<file path="src/rtl/conv_layer_pkg.sv">
// conv_layer_pkg: shared definitions for the convolution layer datapath.
//   cmd_e        - controller -> input interface command codes
//   ack_e        - input interface -> controller acknowledge codes
//   ctrl_state_e - conv_layer_controller FSM states (4-bit encoding)
//   FLOAT32_ONE  - IEEE-754 single-precision 1.0
package conv_layer_pkg;

  typedef enum logic [1:0] {
    CMD_IDLE          = 2'd0,
    CMD_PRELOAD_START = 2'd1,
    CMD_SHIFT_START   = 2'd2,
    CMD_LOAD_START    = 2'd3
  } cmd_e;

  typedef enum logic [1:0] {
    ACK_IDLE        = 2'd0,
    ACK_PRELOAD_FIN = 2'd1,
    ACK_SHIFT_FIN   = 2'd2,
    ACK_LOAD_FIN    = 2'd3
  } ack_e;

  typedef enum logic [3:0] {
    S_IDLE       = 4'd0,
    S_PRE_CMD    = 4'd1,
    S_PRE_WAIT   = 4'd2,
    S_SHIFT_CMD  = 4'd3,
    S_SHIFT_WAIT = 4'd4,
    S_LOAD_CMD   = 4'd5,
    S_LOAD_WAIT  = 4'd6,
    S_DONE       = 4'd7,
    S_ERROR      = 4'd8
  } ctrl_state_e;

  localparam logic [31:0] FLOAT32_ONE = 32'h3F80_0000;

endpackage

</file>
<file path="src/rtl/conv_layer_controller_if.sv">
// conv_layer_controller_if: command/acknowledge link between the controller
// and conv_layer_input_interface.
//   cmd - command issued by the controller (master drives)
//   ack - completion code returned by the input interface (slave drives)
interface conv_layer_controller_if;
  import conv_layer_pkg::*;

  cmd_e cmd;
  ack_e ack;

  modport master (output cmd, input ack);
  modport slave  (input cmd, output ack);

endinterface

</file>
<file path="src/rtl/conv_layer_controller.sv">
// conv_layer_controller: sequences one convolution pass over an image by
// commanding the input interface: one preload, NUM_WEIGHT_SETS shifts per
// output row, and one row load between output rows.
// Optional feature: define CONV_CTRL_TIMEOUT_EN to build an ack watchdog that
// parks the FSM in S_ERROR and raises a sticky error flag.
// Ports:
//   clk, rst_n  - clock, asynchronous active-low reset
//   enable      - global advance enable; all state holds while low
//   start       - begin an image pass (sampled in S_IDLE only)
//   link        - cmd/ack link to the input interface (master side)
//   row_idx     - current output row
//   ws_idx      - current weight set
//   busy        - high in every state except S_IDLE
//   shift_done  - pulse when SHIFT_FIN is accepted; row_idx/ws_idx valid
//   done        - pulse at end of image
//   error       - sticky watchdog flag (0 unless CONV_CTRL_TIMEOUT_EN)
module conv_layer_controller
  import conv_layer_pkg::*;
#(
  parameter int unsigned KERNEL_SIZE     = 3,
  parameter int unsigned IMAGE_SIZE      = 8,
  parameter int unsigned OUT_ROWS        = IMAGE_SIZE - KERNEL_SIZE + 1,
  parameter int unsigned NUM_WEIGHT_SETS = 2,
  parameter int unsigned ROW_WIDTH       = 3,
  parameter int unsigned WS_WIDTH        = 2
`ifdef CONV_CTRL_TIMEOUT_EN
  ,
  parameter int unsigned TIMEOUT_CYCLES  = 255
`endif
) (
  input  logic                          clk,
  input  logic                          rst_n,
  input  logic                          enable,
  input  logic                          start,
  conv_layer_controller_if.master       link,
  output logic [ROW_WIDTH-1:0]          row_idx,
  output logic [WS_WIDTH-1:0]           ws_idx,
  output logic                          busy,
  output logic                          shift_done,
  output logic                          done,
  output logic                          error
);

  localparam logic [ROW_WIDTH-1:0] LastRow = ROW_WIDTH'(OUT_ROWS - 1);
  localparam logic [WS_WIDTH-1:0]  LastWs  = WS_WIDTH'(NUM_WEIGHT_SETS - 1);

  ctrl_state_e          state_q;
  logic [ROW_WIDTH-1:0] row_q;
  logic [WS_WIDTH-1:0]  ws_q;
  logic                 timeout;

`ifdef CONV_CTRL_TIMEOUT_EN
  logic [7:0] wait_cnt_q;
  logic       waiting;

  assign waiting = (state_q == S_PRE_WAIT) || (state_q == S_SHIFT_WAIT) ||
                   (state_q == S_LOAD_WAIT);

  // Held at zero outside the wait states, so every wait starts from zero.
  always_ff @(posedge clk or negedge rst_n) begin
    if (!rst_n) begin
      wait_cnt_q <= '0;
    end else if (enable) begin
      if (!waiting) wait_cnt_q <= '0;
      else          wait_cnt_q <= wait_cnt_q + 8'd1;
    end
  end

  // Fires on the enabled cycle whose increment would reach the limit.
  assign timeout = waiting && (wait_cnt_q == 8'(TIMEOUT_CYCLES - 1));
  assign error   = (state_q == S_ERROR);
`else
  assign timeout = 1'b0;
  assign error   = 1'b0;
`endif

  always_ff @(posedge clk or negedge rst_n) begin
    if (!rst_n) begin
      state_q <= S_IDLE;
      row_q   <= '0;
      ws_q    <= '0;
    end else if (enable) begin
      unique case (state_q)
        S_IDLE: begin
          if (start) begin
            state_q <= S_PRE_CMD;
            row_q   <= '0;
            ws_q    <= '0;
          end
        end
        S_PRE_CMD: state_q <= S_PRE_WAIT;
        S_PRE_WAIT: begin
          if (link.ack == ACK_PRELOAD_FIN) state_q <= S_SHIFT_CMD;
          else if (timeout)                state_q <= S_ERROR;
        end
        S_SHIFT_CMD: state_q <= S_SHIFT_WAIT;
        S_SHIFT_WAIT: begin
          if (link.ack == ACK_SHIFT_FIN) begin
            if (ws_q < LastWs) begin
              ws_q    <= ws_q + WS_WIDTH'(1);
              state_q <= S_SHIFT_CMD;
            end else if (row_q < LastRow) begin
              ws_q    <= '0;
              state_q <= S_LOAD_CMD;
            end else begin
              state_q <= S_DONE;
            end
          end else if (timeout) begin
            state_q <= S_ERROR;
          end
        end
        S_LOAD_CMD: state_q <= S_LOAD_WAIT;
        S_LOAD_WAIT: begin
          if (link.ack == ACK_LOAD_FIN) begin
            row_q   <= row_q + ROW_WIDTH'(1);
            state_q <= S_SHIFT_CMD;
          end else if (timeout) begin
            state_q <= S_ERROR;
          end
        end
        S_DONE:  state_q <= S_IDLE;
        S_ERROR: state_q <= S_ERROR;
        default: state_q <= S_IDLE;
      endcase
    end
  end

  // The interface re-acts to a held command, so a command lives for exactly
  // one enabled cycle: the *_CMD state always leaves on that same edge.
  always_comb begin
    link.cmd = CMD_IDLE;
    if (enable) begin
      case (state_q)
        S_PRE_CMD:   link.cmd = CMD_PRELOAD_START;
        S_SHIFT_CMD: link.cmd = CMD_SHIFT_START;
        S_LOAD_CMD:  link.cmd = CMD_LOAD_START;
        default:     link.cmd = CMD_IDLE;
      endcase
    end
  end

  // Strobes mark the accepting cycle, so row/ws still describe that pass.
  assign shift_done = enable && (state_q == S_SHIFT_WAIT) && (link.ack == ACK_SHIFT_FIN);
  assign done       = enable && (state_q == S_DONE);
  assign busy       = (state_q != S_IDLE);
  assign row_idx    = row_q;
  assign ws_idx     = ws_q;

endmodule

</file>
<file path="src/flat_wrapper.sv">
// flat-port wrapper written by rule: the top's interface ports become plain ports
module conv_layer_controller_flat import conv_layer_pkg::*;
#(
  parameter int unsigned KERNEL_SIZE     = 3,
  parameter int unsigned IMAGE_SIZE      = 8,
  parameter int unsigned OUT_ROWS        = IMAGE_SIZE - KERNEL_SIZE + 1,
  parameter int unsigned NUM_WEIGHT_SETS = 2,
  parameter int unsigned ROW_WIDTH       = 3,
  parameter int unsigned WS_WIDTH        = 2

)
  (clk, rst_n, enable, start, row_idx, ws_idx, busy, shift_done, done, error, link_cmd, link_ack);
  conv_layer_controller_if link_i ();
  input  logic clk;
  input  logic rst_n;
  input  logic enable;
  input  logic start;
  output logic [ROW_WIDTH-1:0] row_idx;
  output logic [WS_WIDTH-1:0] ws_idx;
  output logic busy;
  output logic shift_done;
  output logic done;
  output logic error;
  output wire logic [$bits(link_i.cmd)-1:0] link_cmd;
  input wire logic [$bits(link_i.ack)-1:0] link_ack;
  assign link_cmd = link_i.cmd;
  assign link_i.ack = link_ack;
  conv_layer_controller #(.KERNEL_SIZE(KERNEL_SIZE), .IMAGE_SIZE(IMAGE_SIZE), .OUT_ROWS(OUT_ROWS), .NUM_WEIGHT_SETS(NUM_WEIGHT_SETS), .ROW_WIDTH(ROW_WIDTH), .WS_WIDTH(WS_WIDTH)) u_core (.clk(clk), .rst_n(rst_n), .enable(enable), .start(start), .link(link_i), .row_idx(row_idx), .ws_idx(ws_idx), .busy(busy), .shift_done(shift_done), .done(done), .error(error));
endmodule
</file>
<file path="config.mk">
export PLATFORM = sky130hd
export DESIGN_NAME = conv_layer_controller_flat
export DESIGN_NICKNAME = d
export VERILOG_FILES = /design/src/rtl/conv_layer_pkg.sv /design/src/rtl/conv_layer_controller_if.sv /design/src/rtl/conv_layer_controller.sv /design/src/flat_wrapper.sv
export SDC_FILE = /design/constraint.sdc
export NUM_CORES = 1
export LEC_CHECK = 0
export CAP_MARGIN = 5
export CORE_MARGIN = 2
export CORE_UTILIZATION = 48
export CTS_BUF_LIST = sky130_fd_sc_hd__clkbuf_8 sky130_fd_sc_hd__clkbuf_16
export DETAILED_ROUTE_END_ITERATION = 7
export PLACE_DENSITY = 0.79
export SLEW_MARGIN = 40
export SYNTH_ARGS = -nofsm -noshare
export SYNTH_HDL_FRONTEND = slang
export SYNTH_SLANG_ARGS = --single-unit
</file>
<file path="constraint.sdc">
create_clock -name clk -period 1.8 [get_ports clk]
set_input_delay 0.36 -clock clk [delete_from_list [all_inputs] [get_ports clk]]
set_output_delay 0.36 -clock clk [all_outputs]
set_load 0.05 [all_outputs]
</file>
# --- Yosys cells after proc, flatten, opt, wreduce, memory -nomap -nowiden ---
# Index checks and enable logic that the tools add are counted.
op_classes:
  add_sub_neg: 2
  order_cmp: 2
  eq_ne: 16
  n_mux: 17
  n_reduce_logical: 10
ops:
  columns: ["operator", "n"]
  rows:
  - ["$pmux 4 s8", 1]
  - ["$mux 4", 5]
  - ["$eq 4x3->1 const B", 4]
  - ["$mux 2", 6]
  - ["$reduce_and 5->1", 2]
  - ["$eq 4x2->1 const B", 2]
  - ["$mux 3", 2]
  - ["$pmux 2 s3", 1]
  - ["$pmux 3 s2", 1]
  - ["$eq 2x2->1 const B", 2]
  - ["$eq 4x1->1 const B", 1]
  - ["$eq 4x4->1 const B", 1]
  - ["$logic_not 4->1", 1]
  - ["$ne 2x1->1 const B", 2]
  - ["$ne 2x2->1 const B", 2]
  - ["$pmux 2 s2", 1]
  - ["$reduce_and 4->1", 1]
  - ["$reduce_bool 2->1", 2]
  - ["$reduce_bool 4->1", 1]
  - ["$add 3x1->3 const B", 1]
  - ["$logic_and 1x1->1", 3]
  - ["$lt 3x3->1 const B", 1]
  - ["$ne 3x1->1 const B", 1]
  - ["$add 2x1->2 const B", 1]
  - ["2 further kinds", 2]
word_totals:
  ff_bits: 9
  in_bits: 6
  output_inout_bits: 11
  elab_cells: 50

# --- Longest topological paths before layout ---
# Gate-level depths: netlist of run 1.
logic_depth:
  word_depth: 5
  mapped_depth: 6
  ltp_nobuf: 6

# --- Worst setup path after synthesis of run 1 ---
# No wires, ideal clock.
synth_timing:
  path_type: "register to output"
  from: "register u_core.state_q[3]"
  to: "output port link_cmd[0]"
  arrival_time_ns: 1.807
  t_required_ns: 1.440
  slack_ns: -0.367
  path_stages_with_launch: 3
  n_path_buf: 0
  path_cell_list: "dfrtp_1 -> nand2b_1 -> nor3b_1"
synth_between:
  elab_chain_cells: 3
  elab_cells_between_ends: 5
  classes_between: "eq/ne: 3; mux: 2"
synth_rtl:
  columns: ["element", "line_no", "source"]
  rows:
  - ["start: declaration", "conv_layer_controller.sv:47", "ctrl_state_e state_q;"]
  - ["start signal: assignment", "conv_layer_controller.sv:79", "state_q <= S_IDLE;"]
  - ["start signal: assignment", "conv_layer_controller.sv:86", "state_q <= S_PRE_CMD;"]
  - ["start signal: assignment", "conv_layer_controller.sv:91", "S_PRE_CMD: state_q <= S_PRE_WAIT;"]
  - ["$eq 4x3->1, or another cell as far along", "conv_layer_controller.sv:133", "case (state_q)"]
  - ["$pmux 2 s3 (*)", "conv_layer_controller.sv:133", null]
  - ["$mux 2 (*)", "conv_layer_controller.sv:132", "if (enable) begin"]
  - ["end: declaration", "flat_wrapper.sv:24", "output wire logic [$bits(link_i.cmd)-1:0] link_cmd;"]
# Mark *: on every way between the ends. The rest lies on a longest branch, timed or not.

# --- Final worst setup path of run 1 ---
layout_timing:
  from: "register u_core.state_q[1]"
  to: "output port shift_done"
layout_between:
  elab_chain_cells: 3
layout_rtl:
  columns: ["element", "line_no", "source"]
  rows:
  - ["$eq 4x3->1", "conv_layer_controller.sv:143", "assign shift_done = enable && (state_q == S_SHIFT_WAIT) && (link.ack == ACK_SHIFT_FIN);"]
  - ["$logic_and 1x1->1 (2 in series)", "conv_layer_controller.sv:143", null]
  - ["end: declaration", "flat_wrapper.sv:21", "output logic shift_done;"]
# No other way between the ends.

==> impl_metrics.json, run 1 <==
{
  "grt_first_pass_wirelength_um": 2780,
  "insertedDiodeCount": 0,
  "yosysTopAreaCell": "dfrtp_1",
  "synthesis.nets": 90,
  "r2r_slack_ns": 0.32,
  "dpl.cell_count": 115,
  "synth_area_leaders": "dfrtp_1 31%, ha_1 5.2%, inv_1 5.2%, o211ai_1 4.2%, nand3_1 3.5%",
  "pwr-share-comb_pct": 60.8,
  "grt_pass1_vias": 580,
  "power_density_nw_per_um2": 1562,
  "p_leak_nw": 0.4794,
  "drt-total-wl_um": 1853,
  "cts_tree": "done",
  "final_max_slew_viol_count": 0,
  "drive_gt1_share_pct": 37.96,
  "path_class": "flop to output pin",
  "place_ws_ns": -0.1370,
  "row_count": 13,
  "p_sw_share_pct": 46.91,
  "die_area_um2": 1825,
  "end_kind": "output pin",
  "status": "finished, final reports clean",
  "io_buffers": 15,
  "p_sw_w": 0.0007628,
  "die_w_um": 42.72,
  "start_kind": "flop",
  "grtUsageTotal_pct": 20.58,
  "grt_max_degree": 12,
  "antenna_found_initial": 0,
  "start_util_pct": 53.29,
  "drc": 0,
  "period_needed_ns": 1.776,
  "ir_drop_v": 0.0007560,
  "insertion_delay_ns": 0.24,
  "area_growth_pct": 44.70,
  "place.gp.congestion": 0.7965,
  "cts_made_buffers": 3,
  "worst_hold_path_type": "input port to asynchronous set/reset pin",
  "synth_cells": 81,
  "p_int_w": 0.0008632,
  "p_seq_share_pct": 24.5,
  "fin_ws_ns": 0.02444,
  "dp_hpwl_um": 1246,
  "timing.fmax_mhz": 563.2,
  "utilization_pct": 77.11,
  "ctsHoldBuffers": 0,
  "required_ns": 1.44,
  "finalPower_w": 0.001626,
  "critPathArrivalTime_ns": 1.42,
  "finalHoldViolations": 0,
  "synth_cell_types": 36,
  "vias": 702,
  "instances_no_fill": 123,
  "drt-vias-per-instance": 5.707,
  "synth-seq-cells": 9,
  "wl_per_cell_um": 15.07,
  "finalClockSkew_ns": 0.006627,
  "p_clk_share_pct": 14.7,
  "io_pins": 17,
  "syn_area_um2": 719.4,
  "clkSinkCount": 9,
  "nets": 118,
  "cts_root_buf": "clkbuf_8",
  "antenna_left": 0,
  "crit_fanout": 5,
  "cts_buffer_depth": 2,
  "yosysWarnings": 0,
  "dieHeight_um": 42.72,
  "core_region_area_um2": 1350,
  "drt_iter0_markers": 6,
  "gr-total-overflow": 0,
  "maxCapViolations": 0,
  "htreeDepth": 1,
  "synth_top_area_share_pct": 31.30,
  "path_clk_slew_ns": 0.05,
  "setup_viol": 0,
  "firstDrtPassIters": 4,
  "yosysSeqAreaShare_pct": 31.30,
  "synth_area_per_cell_um2": 8.882,
  "fin_crit_sh_pct": 98.64
}
==> final cells by class <==
cell class	instances	area [um2]
inverters	11	41.29
fillers	99	309.0
well taps	15	18.77
flip-flops and latches	9	230.2
multi-input cells	56	430.4
clock inverters	1	3.754
clock buffers	3	41.29
repair buffers	28	275.3
==> metal layers <==
layer	part of all wire, %	track usage (%)	vias to the layer above	wire length (um)
met5	0	0	-	0
met4	5.1	12.50	0	95
met3	2.9	5.957	11	54
met2	47	29.39	15	873
met1	45	27.06	340	828
li1	-	-	336	-
==> path summary, 6_finish.rpt <==
kind,startpoint,cells after the start,endpoint
min,rst_n,1,u_core.row_idx[2]
min in group clk,u_core.row_idx[0],1,u_core.row_idx[0]
min reg2reg,u_core.row_idx[0],1,u_core.row_idx[0]
max,u_core.state_q[1],3,shift_done
max reg2reg,u_core.ws_idx[0],5,u_core.ws_idx[1]
max in group asynchronous,rst_n,1,u_core.state_q[2]
==> registers in the layout, indices dropped and copies added (netlist names) <==
| register | cells |
|---|---|
| u_core.state_q | 4 |
| u_core.row_idx | 3 |
| u_core.ws_idx | 2 |
==> power groups by stage <==
stage | Combinational, W | Sequential (W) | Clock, W
6_report | 0.000988 | 0.000398 | 0.000239
2_1_floorplan | 0.000554 | 0.000458 | 0
3_5_place_dp | 0.000898 | 0.000395 | 0
3_3_place_gp | 0.000883 | 0.000393 | 0
4_1_cts | 0.000902 | 0.000400 | 0.000246
5_1_grt | 0.00105 | 0.000410 | 0.000255
==> through the flow <==
| step | hold WS [ns] | setup TNS [ns] | area (um2) |
|---|---|---|---|
| 6_report | 0.4228 | 0 | 1041 |
| 5_1_grt | 0.4604 | -0.08397 | 1041 |
| 4_1_cts | 0.4340 | -0.02139 | 997.2 |
| 3_5_place_dp | 0.5224 | -0.5062 | 948.4 |
| 3_3_place_gp | 0.5178 | -0.4554 | 948.4 |
| 2_1_floorplan | 0.06441 | 0 | 729.5 |
==> placed cells by master (no fill, tap or decap), types with 2 or more instances in the layout <==
| cell type | netlist | layout |
|---|---|---|
| buf_4 | 2 | 18 |
| inv_1 | 10 | 11 |
| nand2_1 | 6 | 6 |
| nand3_1 | 5 | 5 |
| dfrtp_1 | 9 | 5 |
| o211ai_1 | 4 | 4 |
| a21oi_1 | 4 | 4 |
| clkdlybuf4s50_1 | 0 | 4 |
| buf_12 | 0 | 4 |
| dfrtp_2 | 0 | 4 |
| ha_1 | 3 | 3 |
| clkbuf_8 | 0 | 3 |
| nand2b_1 | 2 | 2 |
| o21ai_0 | 2 | 2 |
| nand4_1 | 2 | 2 |
| o21ai_1 | 2 | 2 |
| nor2b_1 | 3 | 2 |
==> logic make-up (layout without fill, tap and decap cells) <==
logic type,after synthesis,in the layout,share of synthesized area [%]
compound gates,20,20,20.52
flops,9,9,31.30
xor+xnor,1,1,1.218
buf+inv,16,43,11.65
mux,1,1,1.391
fa+ha+maj,3,3,5.218
other cells,1,1,0.5212
simple gates,30,30,28.17
==> Yosys cell counts <==
cell and n:
nor2b_1 3, inv_2 1, o31ai_1 1, conb_1 1, nand2b_1 2, a32o_1 1
nand4_1 2, nor3_1 2, o2bb2ai_1 1, and2_1 1, buf_2 1, xnor2_1 1
or2_1 1, nand2_1 6, a22oi_1 1, a21oi_1 4, and4bb_4 1, nor3b_1 1
o21ai_1 2, and3_1 2, buf_4 2, o32ai_1 1, nor4_4 1, nor4b_4 1
a31oi_1 1, nand3_1 5, o21ai_0 2, dfrtp_1 9, o211ai_1 4, inv_1 10
ha_1 3, a32oi_2 1, o22ai_2 1, nor2_1 2, mux2i_1 1, buf_6 2
==> worst max-delay path, cell delays in order, from the launching register on <==
cell	delay, ns
dfrtp_2	0.46
nor4b_4	0.33
and3_4	0.25
buf_12	0.13
==> what timing repair did <==
item                                    4_1_cts  5_1_grt
buffers inserted                              0        5
pin swaps                                     1        2
gates resized for setup                       5        4
hold endpoints to repair                      0        0
endpoints found under the setup margin        5        4
cloned                                        0        0
(Power assumes the default switching activity.)
==> run 2: changes to the inputs <==
--- a/config.mk
+++ b/config.mk
@@ -5,12 +5,13 @@
 export SDC_FILE = /design/constraint.sdc
 export NUM_CORES = 1
 export LEC_CHECK = 0
+export ABC_CLOCK_PERIOD_IN_PS = 1800
 export CAP_MARGIN = 5
 export CORE_MARGIN = 2
 export CORE_UTILIZATION = 48
 export CTS_BUF_LIST = sky130_fd_sc_hd__clkbuf_8 sky130_fd_sc_hd__clkbuf_16
 export DETAILED_ROUTE_END_ITERATION = 7
-export PLACE_DENSITY = 0.79
+export PLACE_DENSITY_LB_ADDON = 0.25
 export SLEW_MARGIN = 40
 export SYNTH_ARGS = -nofsm -noshare
 export SYNTH_HDL_FRONTEND = slang
==> run 2 against run 1 <==
  * Count of clock-buffer cells in the layout unchanged
  * Worst hold slack improved by 0.021 ns
  * First-iteration DRC count increased to 3.7 times the previous value
  * Utilization increased by 0.65 points
  * Combinational power increased by 4%
  * Global-route usage increased by 0.83 points
  * Sequential share of layout area decreased by 0.18 points
  * Total power increased by 1.4%
  * Worst setup slack improved by 0.020 ns
  * Largest cell class unchanged
  * Largest power group unchanged
==> impl_metrics.json, run 2 (synthesized netlist as in run 1, its figures left out) <==
{
  "status": "finished, final reports clean",
  "fin_crit_sh_pct": 97.52,
  "layout_commonest_cell": "buf_4",
  "drt-total-wl_um": 1852,
  "htreeDepth": 1,
  "nets": 119,
  "io_buffers": 15,
  "highest_layer": "met4",
  "ff2ff_path_depth": 5,
  "period_needed_ns": 1.755,
  "grt_max_degree": 10,
  "routed-wl-met2_um": 862,
  "dieHeight_um": 42.72,
  "wl_met1_um": 853,
  "io_pins": 17,
  "instances_no_fill": 124,
  "grt_first_pass_wirelength_um": 2973,
  "worst_hold_slack_ns": 0.4442,
  "required_ns": 1.44,
  "worstPathCellList": "or2_1 > nor3_4 > buf_12",
  "met3_length_um": 106,
  "placed_area_um2": 948.4,
  "ir_drop_v": 0.0009407,
  "cts_made_buffers": 3,
  "maxCapViolations": 0,
  "dpl.cell_count": 115,
  "grt_pass1_vias": 656,
  "worst_hold_path_type": "input port to asynchronous set/reset pin",
  "cp_num_cells": 3,
  "vias": 712,
  "insertion_delay_ns": 0.23,
  "drt_iter0_markers": 22,
  "core_region_area_um2": 1350,
  "cts_buffer_depth": 2,
  "path_class": "flop to output pin",
  "row_count": 13,
  "gr-total-overflow": 0,
  "clkSinkCount": 9,
  "timing.fmax_mhz": 569.7,
  "finalHoldViolations": 0,
  "critPathArrivalTime_ns": 1.40,
  "end_kind": "output pin",
  "largest_reg_flops": 4,
  "start_util_pct": 53.29,
  "final_cell_mix": "19 x buf_4, 11 x inv_1, 6 x nand2_1",
  "path_clk_slew_ns": 0.05,
  "setup_viol": 0,
  "drt-vias-per-instance": 5.742,
  "p_leak_nw": 0.4869,
  "firstDrtPassIters": 4,
  "cts_root_buf": "clkbuf_8",
  "die_area_um2": 1825,
  "die_w_um": 42.72,
  "path_buf_inv": 1,
  "crit_fanout": 8,
  "antenna_found_initial": 0,
  "finalClockSkew_ns": 0.008655,
  "dp_hpwl_um": 1288,
  "insertedDiodeCount": 0,
  "wl_per_cell_um": 14.94,
  "antenna_left": 0,
  "start_kind": "flop",
  "final_max_slew_viol_count": 0,
  "slowest_delay_ns": 0.48,
  "grtUsageTotal_pct": 21.41,
  "regMostFlops": "u_core.state_q",
  "fin_area_um2": 1050,
  "place.gp.congestion": 0.8258,
  "path_delay_family": "simple AND/OR/NAND/NOR gates",
  "ctsHoldBuffers": 0,
  "power_density_nw_per_um2": 1571,
  "drc": 0,
  "cpMaxStageDelayCell": "dfrtp_2",
  "cts_tree": "done",
  "rsz0062_at_grt": "false",
  "area_growth_pct": 45.91,
  "drive_gt1_share_pct": 36.70
}
[run 2: power by group]
group          switching (W)  internal, W
clock network      0.0000854     0.000149
registers           0.000110     0.000276
logic               0.000579     0.000448
total               0.000775     0.000874
[run 2: worst register-to-register path, stage by stage (launching register included)]
cell	delay [ns]
dfrtp_2	0.46
nor4_4	0.36
buf_4	0.18
a32oi_2	0.12
a21oi_1	0.17
o22ai_2	0.10
[run 2: per-stage QoR]
stage / total power, W / TNS, ns / utilization (%) / setup slack [ns]
after floorplan: 0.001012 / 0 / - / 0.02433
after CTS: 0.001573 / 0 / 75.16 / 0.007943
final: 0.001649 / 0 / 77.76 / 0.04460
after global routing: 0.001737 / 0 / 77.76 / 0.006374
after global placement: 0.001265 / -0.4789 / 70.25 / -0.1466
after detailed placement: 0.001288 / -0.5781 / 70.25 / -0.1706
[run 2: cell type report]
cell class | instances | area [um2]
Tap cell | 15 | 18.77
Fill cell | 95 | 300.3
Timing Repair Buffer | 29 | 282.8
Clock buffer | 3 | 41.29
Multi-Input combinational cell | 56 | 431.7
Inverter | 11 | 41.29
Sequential cell | 9 | 230.2
Clock inverter | 1 | 3.754
[run 2: worst paths after layout]
kind	start	to	slack (ns)
max	u_core.state_q[3]	done	0.04
min	rst_n	u_core.row_idx[1]	0.44
max reg2reg	u_core.state_q[1]	u_core.row_idx[2]	0.30
min reg2reg	u_core.row_idx[0]	u_core.row_idx[0]	0.54
max in group asynchronous	rst_n	u_core.state_q[2]	1.01
min in group clk	u_core.row_idx[0]	u_core.row_idx[0]	0.54
[run 2: what timing repair did]
action                                  in CTS  in global routing
setup buffers                                2                  4
gates resized for setup                      4                  4
endpoints found under the setup margin       4                  4
pin swaps                                    2                  3
[run 2: routing by layer]
layer | track usage, % | vias to the layer above
met5 | 0 | -
met4 | 5.625 | 0
met3 | 4.681 | 4
met2 | 35.15 | 29
met1 | 28.16 | 337
li1 | - | 342
